`src/rtl/mandel_render_ctrl_if.sv`:
```
// mandel_render_ctrl_if: serial config, engine dispatch and framebuffer signals of the render controller
interface mandel_render_ctrl_if #(
  parameter int N_ENG = 2,
  parameter int CTRWIDTH = 10,
  parameter int WIDTH = 400,
  parameter int HEIGHT = 300,
  parameter int CFG_WIDTH = 53
);
  logic sen;
  logic sclk;
  logic sdata;
  logic [CFG_WIDTH-1:0] cfg;
  logic [N_ENG-1:0] eng_run;
  logic [$clog2(WIDTH)-1:0] pix_x;
  logic [$clog2(HEIGHT)-1:0] pix_y;
  logic [N_ENG-1:0] eng_done;
  logic [N_ENG*CTRWIDTH-1:0] eng_ctr;
  logic fb_reset_ptr;
  logic fb_write;
  logic [CTRWIDTH-1:0] fb_data;
  logic fb_wrote;
  logic running;
  logic finished;
  modport master (
    input sen, sclk, sdata, eng_done, eng_ctr, fb_wrote,
    output cfg, eng_run, pix_x, pix_y, fb_reset_ptr, fb_write, fb_data, running, finished
  );
  modport slave (
    output sen, sclk, sdata, eng_done, eng_ctr, fb_wrote,
    input cfg, eng_run, pix_x, pix_y, fb_reset_ptr, fb_write, fb_data, running, finished
  );
endinterface

```
`src/rtl/mandel_render_ctrl.sv`:
```
// mandel_render_ctrl: serial-configured frame controller dispatching pixels round-robin and retiring in raster order
module mandel_render_ctrl #(
  parameter int N_ENG = 2,
  parameter int CTRWIDTH = 10,
  parameter int WIDTH = 400,
  parameter int HEIGHT = 300,
  parameter int CFG_WIDTH = 53,
  parameter int SYNC_STAGES = 3
) (
  input logic clk,
  input logic rst,
  mandel_render_ctrl_if.master bus
);
  localparam int TOTAL = WIDTH * HEIGHT;
  localparam int PW = N_ENG > 1 ? $clog2(N_ENG) : 1;
  localparam int NW = $clog2(TOTAL + 1);
  localparam int XW = $clog2(WIDTH);
  localparam int YW = $clog2(HEIGHT);
  typedef enum logic [1:0] {IDLE, START, RUN} state_t;
  typedef enum logic [1:0] {FREE, BUSY, HOLD} slot_t;
  state_t state, state_nxt;
  slot_t slot [N_ENG];
  logic [CTRWIDTH-1:0] res [N_ENG];
  logic [SYNC_STAGES-1:0] sen_q, sclk_q, sdata_q;
  logic [PW-1:0] iss_ptr, ret_ptr;
  logic [NW-1:0] issued, retired;
  logic pend, issue, retire, start_ev, shift;
  assign shift = sclk_q[SYNC_STAGES-2] & ~sclk_q[SYNC_STAGES-1] & sen_q[SYNC_STAGES-2];
  assign start_ev = sen_q[SYNC_STAGES-1] & ~sen_q[SYNC_STAGES-2];
  always_ff @(posedge clk or posedge rst)
    if (rst) state <= IDLE;
    else state <= state_nxt;
  always_comb begin
    issue = state == RUN && issued < NW'(TOTAL) && slot[iss_ptr] == FREE;
    retire = state == RUN && slot[ret_ptr] == HOLD && !pend;
    bus.eng_run = issue ? N_ENG'(1) << iss_ptr : '0;
    bus.fb_reset_ptr = state == START;
    bus.fb_write = retire;
    bus.fb_data = res[ret_ptr];
    state_nxt = state == IDLE ? (start_ev ? START : IDLE) :
                state == START ? RUN :
                (retired == NW'(TOTAL) ? IDLE : RUN);
  end
  always_ff @(posedge clk or posedge rst)
    if (rst) begin
      sen_q <= '0;
      sclk_q <= '0;
      sdata_q <= '0;
      bus.cfg <= '0;
      bus.pix_x <= '0;
      bus.pix_y <= '0;
      bus.running <= 1'b0;
      bus.finished <= 1'b0;
      pend <= 1'b0;
      iss_ptr <= '0;
      ret_ptr <= '0;
      issued <= '0;
      retired <= '0;
      for (int k = 0; k < N_ENG; k++) begin
        slot[k] <= FREE;
        res[k] <= '0;
      end
    end else begin
      sen_q <= {sen_q[SYNC_STAGES-2:0], bus.sen};
      sclk_q <= {sclk_q[SYNC_STAGES-2:0], bus.sclk};
      sdata_q <= {sdata_q[SYNC_STAGES-2:0], bus.sdata};
      if (shift) bus.cfg <= {sdata_q[SYNC_STAGES-1], bus.cfg[CFG_WIDTH-1:1]};
      if (state == START) begin
        bus.finished <= 1'b0;
        bus.running <= 1'b1;
        bus.pix_x <= '0;
        bus.pix_y <= '0;
        pend <= 1'b0;
        iss_ptr <= '0;
        ret_ptr <= '0;
        issued <= '0;
        retired <= '0;
        for (int k = 0; k < N_ENG; k++) slot[k] <= FREE;
      end else if (state == RUN) begin
        if (retired == NW'(TOTAL)) begin
          bus.running <= 1'b0;
          bus.finished <= 1'b1;
        end
        for (int k = 0; k < N_ENG; k++)
          if (bus.eng_done[k] && slot[k] == BUSY) begin
            slot[k] <= HOLD;
            res[k] <= bus.eng_ctr[k*CTRWIDTH +: CTRWIDTH];
          end
        if (issue) begin
          slot[iss_ptr] <= BUSY;
          iss_ptr <= iss_ptr == PW'(N_ENG - 1) ? '0 : iss_ptr + 1'b1;
          issued <= issued + 1'b1;
          bus.pix_x <= bus.pix_x == XW'(WIDTH - 1) ? '0 : bus.pix_x + 1'b1;
          if (bus.pix_x == XW'(WIDTH - 1))
            bus.pix_y <= bus.pix_y == YW'(HEIGHT - 1) ? '0 : bus.pix_y + 1'b1;
        end
        if (retire) pend <= 1'b1;
        if (bus.fb_wrote && pend) begin
          pend <= 1'b0;
          slot[ret_ptr] <= FREE;
          ret_ptr <= ret_ptr == PW'(N_ENG - 1) ? '0 : ret_ptr + 1'b1;
          retired <= retired + 1'b1;
        end
      end
    end
endmodule

```
`src/flat_wrapper.sv`:
```
// flat-port wrapper written by rule: the top's interface ports become plain ports
module mandel_render_ctrl_flat 
#(
  parameter int N_ENG = 2,
  parameter int CTRWIDTH = 10,
  parameter int WIDTH = 400,
  parameter int HEIGHT = 300,
  parameter int CFG_WIDTH = 53,
  parameter int SYNC_STAGES = 3
)
  (clk, rst, bus_sen, bus_sclk, bus_sdata, bus_eng_done, bus_eng_ctr, bus_fb_wrote, bus_cfg, bus_eng_run, bus_pix_x, bus_pix_y, bus_fb_reset_ptr, bus_fb_write, bus_fb_data, bus_running, bus_finished);
  mandel_render_ctrl_if #(.N_ENG(N_ENG), .CTRWIDTH(CTRWIDTH), .WIDTH(WIDTH), .HEIGHT(HEIGHT), .CFG_WIDTH(CFG_WIDTH)) bus_i ();
  input logic clk;
  input logic rst;
  input wire logic [$bits(bus_i.sen)-1:0] bus_sen;
  input wire logic [$bits(bus_i.sclk)-1:0] bus_sclk;
  input wire logic [$bits(bus_i.sdata)-1:0] bus_sdata;
  input wire logic [$bits(bus_i.eng_done)-1:0] bus_eng_done;
  input wire logic [$bits(bus_i.eng_ctr)-1:0] bus_eng_ctr;
  input wire logic [$bits(bus_i.fb_wrote)-1:0] bus_fb_wrote;
  output wire logic [$bits(bus_i.cfg)-1:0] bus_cfg;
  output wire logic [$bits(bus_i.eng_run)-1:0] bus_eng_run;
  output wire logic [$bits(bus_i.pix_x)-1:0] bus_pix_x;
  output wire logic [$bits(bus_i.pix_y)-1:0] bus_pix_y;
  output wire logic [$bits(bus_i.fb_reset_ptr)-1:0] bus_fb_reset_ptr;
  output wire logic [$bits(bus_i.fb_write)-1:0] bus_fb_write;
  output wire logic [$bits(bus_i.fb_data)-1:0] bus_fb_data;
  output wire logic [$bits(bus_i.running)-1:0] bus_running;
  output wire logic [$bits(bus_i.finished)-1:0] bus_finished;
  assign bus_i.sen = bus_sen;
  assign bus_i.sclk = bus_sclk;
  assign bus_i.sdata = bus_sdata;
  assign bus_i.eng_done = bus_eng_done;
  assign bus_i.eng_ctr = bus_eng_ctr;
  assign bus_i.fb_wrote = bus_fb_wrote;
  assign bus_cfg = bus_i.cfg;
  assign bus_eng_run = bus_i.eng_run;
  assign bus_pix_x = bus_i.pix_x;
  assign bus_pix_y = bus_i.pix_y;
  assign bus_fb_reset_ptr = bus_i.fb_reset_ptr;
  assign bus_fb_write = bus_i.fb_write;
  assign bus_fb_data = bus_i.fb_data;
  assign bus_running = bus_i.running;
  assign bus_finished = bus_i.finished;
  mandel_render_ctrl #(.N_ENG(N_ENG), .CTRWIDTH(CTRWIDTH), .WIDTH(WIDTH), .HEIGHT(HEIGHT), .CFG_WIDTH(CFG_WIDTH), .SYNC_STAGES(SYNC_STAGES)) u_core (.clk(clk), .rst(rst), .bus(bus_i));
endmodule
```
`config.mk`:
```
export PLATFORM = sky130hd
export DESIGN_NAME = mandel_render_ctrl_flat
export DESIGN_NICKNAME = d
export VERILOG_FILES = /design/src/rtl/mandel_render_ctrl_if.sv /design/src/rtl/mandel_render_ctrl.sv /design/src/flat_wrapper.sv
export SDC_FILE = /design/constraint.sdc
export NUM_CORES = 1
export LEC_CHECK = 0
export CAP_MARGIN = 40
export CORE_ASPECT_RATIO = 0.6
export CORE_UTILIZATION = 57
export CTS_CLUSTER_SIZE = 20
export DETAILED_ROUTE_END_ITERATION = 8
export GPL_ROUTABILITY_DRIVEN = 0
export GPL_TIMING_DRIVEN = 0
export PLACE_DENSITY = 0.85
export SLEW_MARGIN = 20
export SYNTH_ARGS = -nofsm -noshare
export SYNTH_HDL_FRONTEND = slang
export SYNTH_SLANG_ARGS = --single-unit
```
`constraint.sdc`:
```
create_clock -name clk -period 13.4 [get_ports clk]
set_input_delay 2.68 -clock clk [delete_from_list [all_inputs] [get_ports clk]]
set_output_delay 2.68 -clock clk [all_outputs]
set_load 0.05 [all_outputs]
```
### Word level (Yosys, flattened, before mapping)

Cells that the tools add are included.

* output and inout bits: 87
* flip-flop bits (word level): 145
* word-level logic and storage cells: 139
* input port bits: 28

* $lt $le $gt $ge: 5
* bitwise gates (word level): 13
* mux-type cells: 63
* shift operators: 1
* equal/unequal tests: 8
* reduce and logical (&&, ||, !) cells: 25
* add/sub/neg operators: 6

Operators by type and width (number)
* 17-bit 2-to-1 mux: 6
* 9-bit 2-to-1 mux: 9
* 2-bit 2-to-1 mux: 18
* 17-bit by 1-bit adder with 17-bit output (second input constant): 2
* 10-bit 2-to-1 mux: 3
* 4-bit 2-to-1 mux: 6
* 1-bit 2-to-1 mux: 19
* 9-bit by 1-bit adder with 9-bit output (second input constant): 2
* 9-bit == test (second input constant): 2
* 17-bit == test (second input constant): 1
* 17-bit less-than comparator (second input constant): 1
* 2-bit nonzero test: 5
* 1-bit logical AND: 9
* 3-bit AND reduction: 3
* 2-bit AND reduction: 4
* 2-bit by 1-bit == test with 1-bit output (second input constant): 3
* 4-bit AND: 1
* 2-bit demux with 1-bit select: 2
* 2-bit == test (second input constant): 2
* 2-bit >= comparator (second input constant): 2
* 2-bit logical NOT: 2
* 2-bit by 1-bit less-than comparator with 1-bit output (second input constant): 2
* 1-bit NOT with 2-bit output: 2
* 4-bit NOT: 1
* other kinds (9): 14

### Longest topological paths before layout

Gate-level depths: netlist of the first run.

* depth after elaboration: 14
* gate-level depth with buffers: 9

### Least setup slack after synthesis of the first run

OpenSTA, ideal clock, no wires.

* path type: register to output
* start: register u_core.state[0]
* end: output port bus_eng_run[0]
* arrival: 1887 ps
* required time: 10720 ps
* stages on the path, launching flop included: 7
* slack: 8833 ps
* path buffers: 0
* cells stage by stage: dfrtp_1 -> inv_1 -> ha_1 -> nor4b_4 -> or2_2 -> nand3_1 -> nor2_1

* longest elaborated chain between the ends: 4

Ends and longest elaborated chain
* from (decl): line mandel_render_ctrl.sv:21 `state_t state, state_nxt;`
* from (signal assigned): line mandel_render_ctrl.sv:32 `else state <= state_nxt;`
* 2-bit == test: line mandel_render_ctrl.sv:34 `issue = state == RUN && issued < NW'(TOTAL) && slot[iss_ptr] == FREE;`
* 1-bit logical AND (2 in series): line mandel_render_ctrl.sv:34
* 2-bit 2-to-1 mux: line mandel_render_ctrl.sv:36 `bus.eng_run = issue ? N_ENG'(1) << iss_ptr : '0;`
* to (decl): line flat_wrapper.sv:22 `output wire logic [$bits(bus_i.eng_run)-1:0] bus_eng_run;`

No other way between the ends.

### Worst setup path after layout of the first run

* start: register u_core.state[0]
* end: output port bus_eng_run[1]

The elaborated chain is that of the path after synthesis.

==> flow_metrics.tcl, run 1 <==
set metrics [dict create \
    avgViaCountPerCell 6.150 \
    insertion_delay_ns 0.42 \
    final_max_slew_viol_count 0 \
    grt_max_degree 90 \
    grt_pass1_wl_um 26970 \
    route.detailed.drc 0 \
    fin_nets 717 \
    tightest_slew_ns 0.8169 \
    yosysWarnings 0 \
    row_count 29 \
    cts_sinks 145 \
    crit_path_max_incr_delay_ns 0.81 \
    rr_startpoint "u_core.state[1]$_DFF_PP0_" \
    post-synth-top-area-cell "dfrtp_1" \
    wl_met3_um 1230 \
    crit_chain "inv_1 > ha_1 > nor4b_4 > nor2_1 > a21oi_1 > and2_1 > clkdlybuf4s50_1" \
    area_growth_syn_to_layout_pct 30.36 \
    worstPathRequired_ns 10.72 \
    synth_area_leaders "dfrtp_1 (55%), mux2_2 (14%), o21ai_0 (2.2%), nand2_1 (2.1%), nor2_1 (1.9%)" \
    min_to "u_core.sclk_q[1]$_DFF_PP0_" \
    cts_resized 0 \
    cts_buffers 17 \
    cp.arrival_ns 3.19 \
    drtIter0Drc 406 \
    path_delay_family "buffers and inverters" \
    p_per_area_nw_per_um2 190.2 \
    drt-met1-wl_um 7099 \
    endpoint_kind "primary output" \
    fillCellCount 607 \
    worstHoldStart "u_core.sclk_q[0]$_DFF_PP0_" \
    ir_drop_mv 0.1153 \
    port-buffer-count 114 \
    dpl.hpwl_um 11030 \
    vias 5123 \
    setup.worst_path.start_class "flop" \
    setup_viol 0 \
    dieArea_sq_um 11960 \
    grtUsageTotal 0.2962 \
    crit_slowest_cell "clkdlybuf4s50_1" \
    synth-compound-area-share 0.09744 \
    chipHeight_um 85.11 \
    cts-hold-fix-buffers 0 \
    reg2reg_depth 7 \
    yosysTopAreaCellShare 0.5530 \
    syn-instance-count 545 \
    cts_setup_buffers 0 \
    synth_edf_count 0 \
    clockBufferDepth 2 \
    r2r_slack_ns 10.65 \
    hold_class "reg -> reg" \
    cp_num_buf_inv 2 \
    fin_skew_ns 0.007417 \
    rsz0062_at_grt "false" \
    hold_ws_ns 0.3581 \
    syn_area_sq_um 6561 \
    grt_remaining_overflow 0 \
    post-route-period-util 0.4377 \
    post_drt_wl_per_cell_um 19.84 \
    synthMuxAreaShare 0.1472 \
    dr.pass1.iters 5 \
    htreeDepth 4 \
    ys.flop_type "dfrtp_1" \
    cts_tree "yes" \
    min_period_ns 5.865 \
    tns_ns 0 \
    max_slew_margin 0.4524 \
    syn_nets 581 \
    yosys.area_share.simple 0.1449 \
    ioPinCount 115 \
    antenna_found_initial 0 \
    synth_top_family_by_area "multiplexers" \
    routed.top_layer "met4" \
    critPathMaxFanout 5 \
    start_util 0.6028 \
    wl_um 16520 \
    p_leak_nw 3.756 \
    maxCapViolations 0 \
    synth-async-reset-ratio 1.000 \
    drive_gt1_frac 0.2003 \
    grt_pass1_vias 5213 \
    hold_depth 0 \
    fp.dieW_um 140.5 \
    synth_fa_ha_area_frac 0.01526 \
    synth-seq-area-share 0.5530 \
    ys_ff_latch 145 \
    rr_endpoint "u_core.retired[6]$_DFFE_PP0P_" \
    core_sq_um 10890 \
    cts_root_buffer "clkbuf_16" \
    hold_viol 0 \
    synth-xor-area-share 0.02403 \
    status "finished clean" \
    wl_met2_um 7696 \
    clock.fmax_mhz 170.5 \
    crit_type "reg -> out" \
    synth.most_common_cell "dfrtp_1" \
    ant_nets 0 \
    antennaDiodeCount 0 \
    yosys-top-cells-count "dfrtp_1 (145), mux2_2 (83), nand2_1 (36), nor2_1 (34), o21ai_0 (29)" \
    cts.clk_slew.worst_paths_ns 0.06 \
    synth_cell_type_count 60 \
    synth_area_per_cell_sq_um 12.04 \
]
==> through the flow <==
step | power (mW) | cell area (sq um) | cells | util | worst slack (ns)
floorplan | 0.9381 | 6561 | 545 | - | 6.825
global placement | 1.090 | 7876 | 798 | 0.7236 | 5.141
detailed placement | 1.115 | 7911 | 799 | 0.7268 | 8.114
CTS | 1.622 | 8541 | 831 | 0.7846 | 7.581
global route | 1.684 | 8553 | 833 | 0.7857 | 7.412
finish | 1.627 | 8553 | 833 | 0.7857 | 7.535
==> logic make-up (layout without fill, tap and decap cells) <==
| group | Yosys count | count (layout) |
|---|---|---|
| AOI/OAI and AO/OA | 91 | 91 |
| xor gates and xnor gates | 18 | 18 |
| adders and majority gates | 8 | 8 |
| buffers and inverters | 29 | 178 |
| DFF | 145 | 145 |
| muxes | 86 | 86 |
| and+or+nand+nor | 168 | 168 |
==> state kept, by name (all words and copies together) (netlist names), 2 cells and up <==
name / cells
u_core.bus.cfg: 53
u_core.res: 20
u_core.issued: 17
u_core.retired: 17
u_core.bus.pix_x: 9
u_core.bus.pix_y: 9
u_core.slot: 4
u_core.sclk_q: 3
u_core.sdata_q: 3
u_core.sen_q: 3
u_core.state: 2
==> placed cells by master, fill, tap and decap left out, types with 12 or more instances in the layout <==
cell type and count:
nor2_1 34, nand4_1 12, nand2_1 36, o21ai_0 29, dfrtp_1 145, clkbuf_1 14, a21oi_1 20, mux2_2 83
clkbuf_16 17, nand3_1 20, clkdlybuf4s50_1 114
==> routing by layer <==
layer / track usage / vias to the layer above
li1: - / 2277
met3: 0.07675 / 62
met2: 0.4836 / 266
met1: 0.3797 / 2518
met4: 0.1285 / 0
met5: 0 / -
==> final cells by class <==
type	instances	area, sq um	share of cell area
Inverter	11	48.80	0.005705
Timing Repair Buffer	117	1181	0.1381
Sequential cell	145	3628	0.4242
Multi-Input combinational cell	371	2814	0.3290
Tap cell	139	173.9	0.02033
Clock inverter	13	176.4	0.02063
Clock buffer	19	452.9	0.05295
Buffer	18	77.57	0.009070
==> worst max path at each step <==
stage,from,to,slack (ns),cells past startpoint
2_1_floorplan,rst,u_core.bus.cfg[0]$_DFFE_PP0P_,6.83,1
3_3_place_gp,rst,u_core.bus.pix_x[5]$_DFFE_PP0P_,5.14,2
3_5_place_dp,u_core.state[0]$_DFF_PP0_,bus_eng_run[1],8.11,7
4_1_cts,u_core.state[0]$_DFF_PP0_,bus_eng_run[1],7.58,7
5_1_grt,u_core.state[0]$_DFF_PP0_,bus_eng_run[1],7.41,7
6_report,u_core.state[0]$_DFF_PP0_,bus_eng_run[1],7.53,7
==> power by group <==
part	total [mW]	switching, mW	leakage (nW)	internal, mW
combinational	0.541	0.339	1.53	0.202
clock	0.500	0.194	0.305	0.306
sequential	0.586	0.0735	1.92	0.512
total	1.63	0.606	3.76	1.02
No activity file was read; power rests on OpenSTA's default activity.
==> run 2, diff against run 1 <==
CORE_UTILIZATION = 53   (was 57)
PLACE_DENSITY = 0.8   (was 0.85)
clock period = 6.1 ns   (was 13.4 ns; I/O delays follow)
==> run 2 against run 1 <==
  * First-iteration DRC count grew 7.1%
  * Clock skew increased by 0.0023 ns
  * Global-route usage is 4.7 points lower
  * Register-to-register slack worse by 7.2 ns
  * Die area rose by 7.4%
  * Clock power grew 95%
  * Hold slack worse by 0.0032 ns
  * Via count fell by 4.1%
==> flow_metrics.tcl, run 2 (synthesized netlist as in run 1, its figures left out) <==
set metrics [dict create \
    reg2reg_depth 9 \
    grt_pass1_vias 4882 \
    final_max_slew_viol_count 0 \
    antenna_found_initial 0 \
    drive_gt1_frac 0.1977 \
    crit_end "bus_eng_run[1]" \
    ir_drop_mv 0.2732 \
    fin_skew_ns 0.009747 \
    dr.pass1.iters 6 \
    largest_reg_flops 53 \
    max_slew_margin 0.4263 \
    htreeDepth 4 \
    setup.worst_path.start_class "flop" \
    area_growth_syn_to_layout_pct 29.67 \
    min_period_ns 4.326 \
    insertion_delay_ns 0.42 \
    layout_common_cells "dfrtp_1 (145), clkdlybuf4s50_1 (114), mux2_2 (83), nand2_1 (36), nor2_1 (34)" \
    top_regs "u_core.bus.cfg x53, u_core.res x20" \
    chipHeight_um 88.19 \
    row_count 31 \
    regMostFlops "u_core.bus.cfg" \
    start_util 0.5439 \
    r2r_slack_ns 3.50 \
    drtIter0Drc 435 \
    status "finished clean" \
    rr_endpoint "u_core.bus.pix_x[3]$_DFFE_PP0P_" \
    p_per_area_nw_per_um2 401.5 \
    rsz0062_at_grt "false" \
    worstPathRequired_ns 4.88 \
    dpl.hpwl_um 10730 \
    vias 4914 \
    hold_depth 0 \
    ioPinCount 115 \
    cts_resized 0 \
    hold_class "reg -> reg" \
    cts.clk_slew.worst_paths_ns 0.06 \
    grtUsageTotal 0.2487 \
    crit_chain "inv_1 > ha_1 > nor4b_4 > nor2_1 > a21oi_1 > and2_1 > clkdlybuf4s50_1" \
    cts_setup_buffers 0 \
    maxCapViolations 0 \
    endpoint_kind "primary output" \
    port-buffer-count 114 \
    cts_buffers 17 \
    cts_sinks 145 \
    power_mw 3.416 \
    cts_tree "yes" \
    post-route-period-util 0.7091 \
    crit_path_max_incr_delay_ns 0.82 \
    cp.arrival_ns 3.11 \
    crit_slowest_cell "clkdlybuf4s50_1" \
    wl_um 15200 \
    post_drt_wl_per_cell_um 17.71 \
    fillCellCount 829 \
    ant_nets 0 \
    clockBufferDepth 2 \
    rr_startpoint "u_core.state[0]$_DFF_PP0_" \
    grt_max_degree 83 \
    core_sq_um 12060 \
    clock.fmax_mhz 231.2 \
    cts-hold-fix-buffers 0 \
    final_common_cell "dfrtp_1" \
    grt_pass1_wl_um 24740 \
    p_leak_nw 3.721 \
    grt_remaining_overflow 0 \
    hold_viol 0 \
    startpoint "u_core.state[0]$_DFF_PP0_" \
    cts_root_buffer "clkbuf_16" \
    fin_nets 717 \
    avgViaCountPerCell 5.727 \
    dieArea_sq_um 12840 \
    critPathMaxFanout 5 \
    post-route-util 0.7053 \
    setup_viol 0 \
    fp.dieW_um 145.6 \
    route.detailed.drc 0 \
    tightest_slew_ns 0.8559 \
    antennaDiodeCount 0 \
    crit_type "reg -> out" \
]
run 2: cell types whose count changed in the layout (fill, tap and decap cells not counted):
cell	change
bufinv_16	-2
clkbuf_1	+1
clkinvlp_4	+1
clkbuf_8	-1
clkinv_2	+4
clkinv_4	-4
run 2: final cells by class:
class	instances	area, sq um	area share
multi-input cells	371	2814	0.3307
clock buffers	19	442.9	0.05206
clock inverters	12	108.9	0.01279
repair buffers	117	1181	0.1388
inverters	11	48.80	0.005735
well taps	165	206.4	0.02426
plain buffers	18	77.57	0.009118
flip-flops and latches	145	3628	0.4265
run 2: where the power goes:
part           switching [mW]  total, mW  internal, mW
Sequential              0.149       1.27          1.13
Combinational           0.722       1.16         0.443
Clock                   0.406      0.977         0.571
Total                    1.28       3.42          2.14
run 2: worst min-delay path by stage:
stage	slack (ns)	end	from
final	0.35	u_core.sdata_q[1]$_DFF_PP0_	u_core.sdata_q[0]$_DFF_PP0_
after CTS	0.36	u_core.sdata_q[1]$_DFF_PP0_	u_core.sdata_q[0]$_DFF_PP0_
after floorplan	0.33	u_core.sclk_q[1]$_DFF_PP0_	u_core.sclk_q[0]$_DFF_PP0_
after global routing	0.36	u_core.sdata_q[1]$_DFF_PP0_	u_core.sdata_q[0]$_DFF_PP0_
after global placement	0.33	u_core.sdata_q[1]$_DFF_PP0_	u_core.sdata_q[0]$_DFF_PP0_
after detailed placement	0.34	u_core.sdata_q[1]$_DFF_PP0_	u_core.sdata_q[0]$_DFF_PP0_
run 2: critical path, delay by kind of cell, from the launching register on:
kind                       cells  cell delay (ns)
AOI/OAI and AO/OA              1             0.33
adders and majority gates      1             0.28
buffers and inverters          2             0.93
DFF                            1             0.40
and+or+nand+nor                3             0.76
run 2: per-layer routing:
| metal | track usage | wire, um | share of wire | up-vias |
|---|---|---|---|---|
| li1 | - | - | - | 2268 |
| met1 | 0.3479 | 7170 | 0.47 | 2455 |
| met2 | 0.3920 | 6963 | 0.46 | 177 |
| met3 | 0.05781 | 878 | 0.058 | 14 |
| met4 | 0.07368 | 186 | 0.012 | 0 |
| met5 | 0 | 0 | 0 | - |
run 2: metrics by stage:
stage          hold slack, ns  worst slack (ns)  area (sq um)  cells  TNS, ns
2_1_floorplan          0.3312            0.9854          6561    545        0
5_1_grt                0.3578             1.647          8508    858        0
4_1_cts                0.3561             1.809          8496    856        0
6_report               0.3549             1.774          8508    858        0
3_5_place_dp           0.3417             2.295          7944    825        0
3_3_place_gp           0.3343           -0.7131          7909    824  -102.75
